$ cat src/rtl/core_pkg.sv
// rtl/core_pkg.sv - shared core types and constants for the fetch stage
package core_pkg;

  localparam int WORD_W = 32;
  localparam logic [WORD_W-1:0] PC_INCR           = 32'd4;
  localparam logic [WORD_W-1:0] NOP_INSTR_DEFAULT = 32'hE1A0_0000;  // MOV r0,r0
  localparam logic [WORD_W-1:0] RESET_PC_DEFAULT  = 32'h0000_0000;

  typedef enum logic {
    FETCH_RUN      = 1'b0,
    FETCH_REDIRECT = 1'b1
  } fetch_state_t;

  typedef struct packed {
    logic              valid;
    logic [WORD_W-1:0] pc_plus4;
    logic [WORD_W-1:0] instr;
  } if_id_t;

endpackage

$ cat src/rtl/instruction_fetch_stage_if.sv
// rtl/instruction_fetch_stage_if.sv - instruction memory request/response bundle
interface instruction_fetch_stage_if;
  import core_pkg::*;

  logic [WORD_W-1:0] imem_addr;
  logic              imem_req;
  logic              imem_ready;
  logic [WORD_W-1:0] imem_rdata;

  // Fetch stage side
  modport master (
    output imem_addr,
    output imem_req,
    input  imem_ready,
    input  imem_rdata
  );

  // Instruction memory side
  modport slave (
    input  imem_addr,
    input  imem_req,
    output imem_ready,
    output imem_rdata
  );

endinterface

$ cat src/rtl/instruction_fetch_stage_pc_register.sv
// rtl/instruction_fetch_stage_pc_register.sv - architectural PC with load/increment/hold
module pc_register
  import core_pkg::*;
#(
  parameter logic [WORD_W-1:0] RESET_PC = RESET_PC_DEFAULT
) (
  input  logic              clk_i,
  input  logic              rst_i,
  input  logic              load_i,
  input  logic [WORD_W-1:0] target_i,
  input  logic              incr_i,
  output logic [WORD_W-1:0] pc_o,
  output logic [WORD_W-1:0] pc_plus4_o
);

  logic [WORD_W-1:0] pc_q;
  logic [WORD_W-1:0] pc_d;

  // Sequential successor; wraps modulo 2^32
  assign pc_plus4_o = pc_q + PC_INCR;
  assign pc_o       = pc_q;

  // Next PC: redirect target (forced word-aligned) beats increment beats hold
  always_comb begin
    pc_d = pc_q;
    if (load_i) begin
      pc_d = target_i & 32'hFFFF_FFFC;
    end else if (incr_i) begin
      pc_d = pc_plus4_o;
    end
  end

  // PC register with synchronous reset
  always_ff @(posedge clk_i) begin
    if (rst_i) begin
      pc_q <= RESET_PC;
    end else begin
      pc_q <= pc_d;
    end
  end

endmodule

$ cat src/rtl/instruction_fetch_stage.sv
// rtl/instruction_fetch_stage.sv - IF stage: PC, imem drive, IF/ID register, redirect FSM
module instruction_fetch_stage
  import core_pkg::*;
#(
  parameter logic [WORD_W-1:0] RESET_PC  = RESET_PC_DEFAULT,
  parameter logic [WORD_W-1:0] NOP_INSTR = NOP_INSTR_DEFAULT
) (
  input  logic                      clk_i,
  input  logic                      rst_i,
  input  logic                      stall_i,
  input  logic                      branch_taken_i,
  input  logic [WORD_W-1:0]         branch_address_i,
  instruction_fetch_stage_if.master imem,
  output logic                      if_id_valid_o,
  output logic [WORD_W-1:0]         if_id_pc_plus4_o,
  output logic [WORD_W-1:0]         if_id_instr_o,
  output logic [15:0]               redirect_count_o,
  output fetch_state_t              fetch_state_o
);

  logic [WORD_W-1:0] pc;
  logic [WORD_W-1:0] pc_plus4;
  logic              pc_incr;

  if_id_t       if_id_q, if_id_d;
  logic [15:0]  count_q, count_d;
  fetch_state_t state_q, state_d;

  // A fetch only retires when nothing of higher priority claims the cycle
  assign pc_incr = !branch_taken_i && !stall_i && imem.imem_ready;

  pc_register #(
    .RESET_PC (RESET_PC)
  ) u_pc (
    .clk_i      (clk_i),
    .rst_i      (rst_i),
    .load_i     (branch_taken_i),
    .target_i   (branch_address_i),
    .incr_i     (pc_incr),
    .pc_o       (pc),
    .pc_plus4_o (pc_plus4)
  );

  assign imem.imem_addr = pc;
  assign imem.imem_req  = !rst_i;

  // IF/ID next value: branch bubble, stall hold, capture on ready, else bubble
  always_comb begin
    if_id_d = if_id_q;
    if (branch_taken_i) begin
      if_id_d.valid = 1'b0;
      if_id_d.instr = NOP_INSTR;
    end else if (stall_i) begin
      if_id_d = if_id_q;
    end else if (imem.imem_ready) begin
      if_id_d.valid    = 1'b1;
      if_id_d.pc_plus4 = pc_plus4;
      if_id_d.instr    = imem.imem_rdata;
    end else begin
      if_id_d.valid = 1'b0;
      if_id_d.instr = NOP_INSTR;
    end
  end

  // Redirect counter and FSM: REDIRECT lasts exactly as long as branches keep arriving
  always_comb begin
    count_d = count_q;
    state_d = FETCH_RUN;
    if (branch_taken_i) begin
      count_d = count_q + 16'd1;
      state_d = FETCH_REDIRECT;
    end
  end

  // Pipeline register, counter and FSM state; reset overrides every other effect
  always_ff @(posedge clk_i) begin
    if (rst_i) begin
      if_id_q.valid    <= 1'b0;
      if_id_q.pc_plus4 <= '0;
      if_id_q.instr    <= NOP_INSTR;
      count_q          <= '0;
      state_q          <= FETCH_RUN;
    end else begin
      if_id_q <= if_id_d;
      count_q <= count_d;
      state_q <= state_d;
    end
  end

  assign if_id_valid_o    = if_id_q.valid;
  assign if_id_pc_plus4_o = if_id_q.pc_plus4;
  assign if_id_instr_o    = if_id_q.instr;
  assign redirect_count_o = count_q;
  assign fetch_state_o    = state_q;

endmodule

$ cat src/flat_wrapper.sv
// flat-port wrapper written by rule: the top's interface ports become plain ports
module instruction_fetch_stage_flat import core_pkg::*;
#(
  parameter logic [WORD_W-1:0] RESET_PC  = RESET_PC_DEFAULT,
  parameter logic [WORD_W-1:0] NOP_INSTR = NOP_INSTR_DEFAULT
)
  (clk_i, rst_i, stall_i, branch_taken_i, branch_address_i, if_id_valid_o, if_id_pc_plus4_o, if_id_instr_o, redirect_count_o, fetch_state_o, imem_imem_addr, imem_imem_req, imem_imem_ready, imem_imem_rdata);
  instruction_fetch_stage_if imem_i ();
  input  logic clk_i;
  input  logic rst_i;
  input  logic stall_i;
  input  logic branch_taken_i;
  input  logic [WORD_W-1:0] branch_address_i;
  output logic if_id_valid_o;
  output logic [WORD_W-1:0] if_id_pc_plus4_o;
  output logic [WORD_W-1:0] if_id_instr_o;
  output logic [15:0] redirect_count_o;
  output fetch_state_t fetch_state_o;
  output wire logic [$bits(imem_i.imem_addr)-1:0] imem_imem_addr;
  output wire logic [$bits(imem_i.imem_req)-1:0] imem_imem_req;
  input wire logic [$bits(imem_i.imem_ready)-1:0] imem_imem_ready;
  input wire logic [$bits(imem_i.imem_rdata)-1:0] imem_imem_rdata;
  assign imem_imem_addr = imem_i.imem_addr;
  assign imem_imem_req = imem_i.imem_req;
  assign imem_i.imem_ready = imem_imem_ready;
  assign imem_i.imem_rdata = imem_imem_rdata;
  instruction_fetch_stage #(.RESET_PC(RESET_PC), .NOP_INSTR(NOP_INSTR)) u_core (.clk_i(clk_i), .rst_i(rst_i), .stall_i(stall_i), .branch_taken_i(branch_taken_i), .branch_address_i(branch_address_i), .imem(imem_i), .if_id_valid_o(if_id_valid_o), .if_id_pc_plus4_o(if_id_pc_plus4_o), .if_id_instr_o(if_id_instr_o), .redirect_count_o(redirect_count_o), .fetch_state_o(fetch_state_o));
endmodule
$ cat config.mk
export PLATFORM = sky130hd
export DESIGN_NAME = instruction_fetch_stage_flat
export DESIGN_NICKNAME = d
export VERILOG_FILES = /design/src/rtl/core_pkg.sv /design/src/rtl/instruction_fetch_stage_if.sv /design/src/rtl/instruction_fetch_stage_pc_register.sv /design/src/rtl/instruction_fetch_stage.sv /design/src/flat_wrapper.sv
export SDC_FILE = /design/constraint.sdc
export NUM_CORES = 1
export LEC_CHECK = 0
export BUFFER_PORTS_ARGS = -buffer_cell sky130_fd_sc_hd__clkbuf_2
export CAP_MARGIN = 20
export CORE_AREA = 2 2 106 108
export DETAILED_ROUTE_END_ITERATION = 12
export DIE_AREA = 0 0 108 110
export PLACE_DENSITY = 0.8
export SKIP_LAST_GASP = 1
export SLEW_MARGIN = 20
export SYNTH_ARGS = -nofsm -noshare
export SYNTH_HDL_FRONTEND = slang
export SYNTH_HIERARCHICAL = 1
export SYNTH_SLANG_ARGS = --single-unit
$ cat constraint.sdc
create_clock -name clk_i -period 2.7 [get_ports clk_i]
set_clock_uncertainty 0.05 [all_clocks]
set_input_delay 0 -clock clk_i [delete_from_list [all_inputs] [get_ports clk_i]]
set_output_delay 0 -clock clk_i [all_outputs]
set_load 0.03 [all_outputs]
==> results.ini <==
[critical_path]
cp.required_ps = 2960
path_max_fanout = 8
cp_cell_sequence = ha_1, nand2_1, nor3_1, nand3_1, xnor2_1, nand2_1, a21oi_1
arrival_ps = 2710
cp-start-kind = flip-flop
crit_path_start = u_core/u_pc/pc_o[2]$_SDFFE_PP0P_
criticalPathCategory = reg2reg
timing.rr.start = u_core/u_pc/pc_o[2]$_SDFFE_PP0P_
worstSetupEndpoint = u_core/if_id_pc_plus4_o[24]$_SDFFE_PP0P_
crit_path_frequent_cell = nand2_1
cpPeakStageDelay_ps = 590
end_kind = flip-flop
r2r_end = u_core/if_id_pc_plus4_o[24]$_SDFFE_PP0P_
r2r_slack_ps = 240
crit_slowest_cell = nor3_1
rr_worst_depth = 7

[timing]
setup_viol = 0
max_freq_ghz = 0.407
setup-tns-final_ps = 0
tightest_slew_ps = 712
worst_slack_ps = 244
rsz0062_at_grt = no
relSlewSlack = 0.521
hold_viol = 0
timing.final.crit_share = 0.910
min_period_ps = 2460
drv_slew = 0

[floorplanning]
rows = 38
coreArea_um2 = 10700
start_util = 0.503
die_h_um = 110
die_area_um2 = 11900
ios = 184
fp.dieW_um = 108

[grt]
overflow = 0
grt_usage = 0.262
grt_pass1_vias = 5306
antenna_found_initial = 0
gr-max-usage-layer = met2
grt_use_met2 = 0.475
grt_pass1_wl_um = 24800
grt_start_max_net_pins = 38
grtUsageMet3 = 0.0417
grtUsageMet1 = 0.311

[layout]
nFillCells = 828
fin_area_um2 = 7130
layout.nets = 937
antenna_cells = 0
seq_area_um2 = 2240
area_growth_syn_to_layout_pct = 32.6
drive_above_1_share = 0.263
multi_input_area_um2 = 2820

[pwr]
ir_drop_uv = 241
p_total_mw = 3.29
powerDensity_nw_per_um2 = 461
p_leak_nw = 2.97

[route]
ant_nets = 0
routed_via_density = 5.63
drc_errors = 0
dr.pass1.iters = 5
vias = 5695
wirelength_um = 16100
dr.first_iter.drc_count = 672
avgRoutedWirePerCell_um = 15.9

[clock_tree]
cts_root_buf = clkbuf_8
cts_tree = done
numCtsBuffers = 9
clockBufferDepth = 2
cts_setup_buffers = 0
cts.sinks = 112
htreeDepth = 3
path_clk_slew_ps = 100
clock_latency_ps = 370

[outcome]
status = finished clean

[logic_synthesis]
synthTopCellsByCount = 112 x dfxtp_1, 100 x nand2_1, 70 x nor2_1
yosys.area.top_type = dfxtp_1
ys_ff_latch = 112
async_flop_share = 0
syn-mean-instance-area_um2 = 8.21
synth_edf_count = 0
synthTopCellsByArea = dfxtp_1 42%, nand2_1 7.0%, nor2_1 4.9%
syn_area_um2 = 5380
ys_seq_area_frac = 0.417
synth_cell_types = 55
ys_warn_count = 6
ys.flop_type = dfxtp_1
syn-instance-count = 655
yosysTopAreaCellShare = 0.417
yosysMostFrequentCell = dfxtp_1

[placed_design]
routabilityCongestion = 0.883
place_ws_ps = 368
numPortBuffers = 179
dp.final_hpwl_um = 10900
placed_area_um2 = 6290

[run]
maxCapViolations = 0

[hold_path]
min_path_type = in2reg

## power breakdown
part           switching (mW)  internal, mW
sequential             0.0839          1.71
clock                   0.581         0.374
combinational           0.322         0.220
total                   0.987          2.30
## layout make-up
class,instances,share of cell area
Clock buffer,10,0.0193
Clock inverter,6,0.00772
Inverter,17,0.00895
Multi-Input combinational cell,472,0.396
Sequential cell,112,0.314
Tap cell,140,0.0246
Timing Repair Buffer,254,0.229
## cells in the final DEF (no fill, tap or decap), types with 4 or more instances in the layout
cell / instances
clkbuf_2: 178
dfxtp_1: 112
nand2_1: 100
nor2_1: 70
dlygate4sd3_1: 62
a21oi_1: 44
a22oi_1: 26
nand3_1: 25
xnor2_1: 25
xor2_1: 24
nand4_1: 20
inv_1: 16
a211oi_1: 15
nor4_1: 13
buf_4: 12
nor3_1: 12
and4_1: 11
clkbuf_8: 10
and3_1: 9
o22ai_1: 6
o21ai_0: 5
a2111oi_0: 5
nor2b_1: 4
a311oi_1: 4
conb_1: 4
## flip-flops by register name, summed over array words and instances, names as in the netlist
| register | cells |
|---|---|
| u_core/if_id_instr_o | 32 |
| u_core/if_id_pc_plus4_o | 32 |
| u_core/u_pc/pc_o | 30 |
| u_core/redirect_count_o | 16 |
| u_core/fetch_state_o | 1 |
| u_core/if_id_valid_o | 1 |
## repair_timing
item	in CTS	in global routing
hold buffers	62	0
resized for setup	0	0
hold endpoints to repair	62	0
## metal layers
| metal | share of wire | vias to the layer above |
|---|---|---|
| li1 | - | 2718 |
| met1 | 0.39 | 2623 |
| met4 | 0.030 | 0 |
| met2 | 0.49 | 315 |
| met3 | 0.084 | 39 |
| met5 | 0 | - |
## kinds of logic (layout without fill, tap and decap cells)
| logic type | count (synthesis) | after routing | synth area share |
|---|---|---|---|
| AO/OA/AOI/OAI | 121 | 121 | 0.153 |
| other | 1 | 4 | 0.000697 |
| adder cells (fa/ha/maj) | 2 | 2 | 0.00465 |
| AND/OR/NAND/NOR | 291 | 291 | 0.275 |
| buffers and inverters | 74 | 287 | 0.0602 |
| XOR/XNOR | 49 | 49 | 0.0798 |
| flip-flops | 112 | 112 | 0.417 |
| multiplexers | 5 | 5 | 0.00977 |
## critical path: cells and delay by family (launching register included)
kind            cells  cell delay [ps]
compound gates      1              120
simple gates        4             1050
fa+ha+maj           1              370
xor+xnor            1              300
flops               1              500
## worst min path at each step
stage	cells after the start	startpoint	endpoint	slack, ps
after floorplan	2	imem_imem_rdata[31]	u_core/if_id_instr_o[31]$_SDFFE_PP1N_	90
final	3	imem_imem_ready	u_core/if_id_valid_o$_SDFFE_PP0N_	40
after detailed placement	3	imem_imem_rdata[21]	u_core/if_id_instr_o[21]$_SDFFE_PP1N_	190
after global placement	3	imem_imem_rdata[29]	u_core/if_id_instr_o[29]$_SDFFE_PP1N_	180
after CTS	3	imem_imem_ready	u_core/if_id_valid_o$_SDFFE_PP0N_	30
after global routing	3	branch_taken_i	u_core/fetch_state_o$_SDFF_PP0_	40
## metrics by stage
| stage | utilization | std cells | hold slack (ps) |
|---|---|---|---|
| floorplan | - | 658 | 88.3 |
| finish | 0.667 | 1011 | 40.5 |
| CTS | 0.664 | 1010 | 25.9 |
| global route | 0.667 | 1011 | 39.6 |
| detailed placement | 0.588 | 932 | 188 |
| global placement | 0.588 | 932 | 176 |
(Power assumes the default switching activity.)
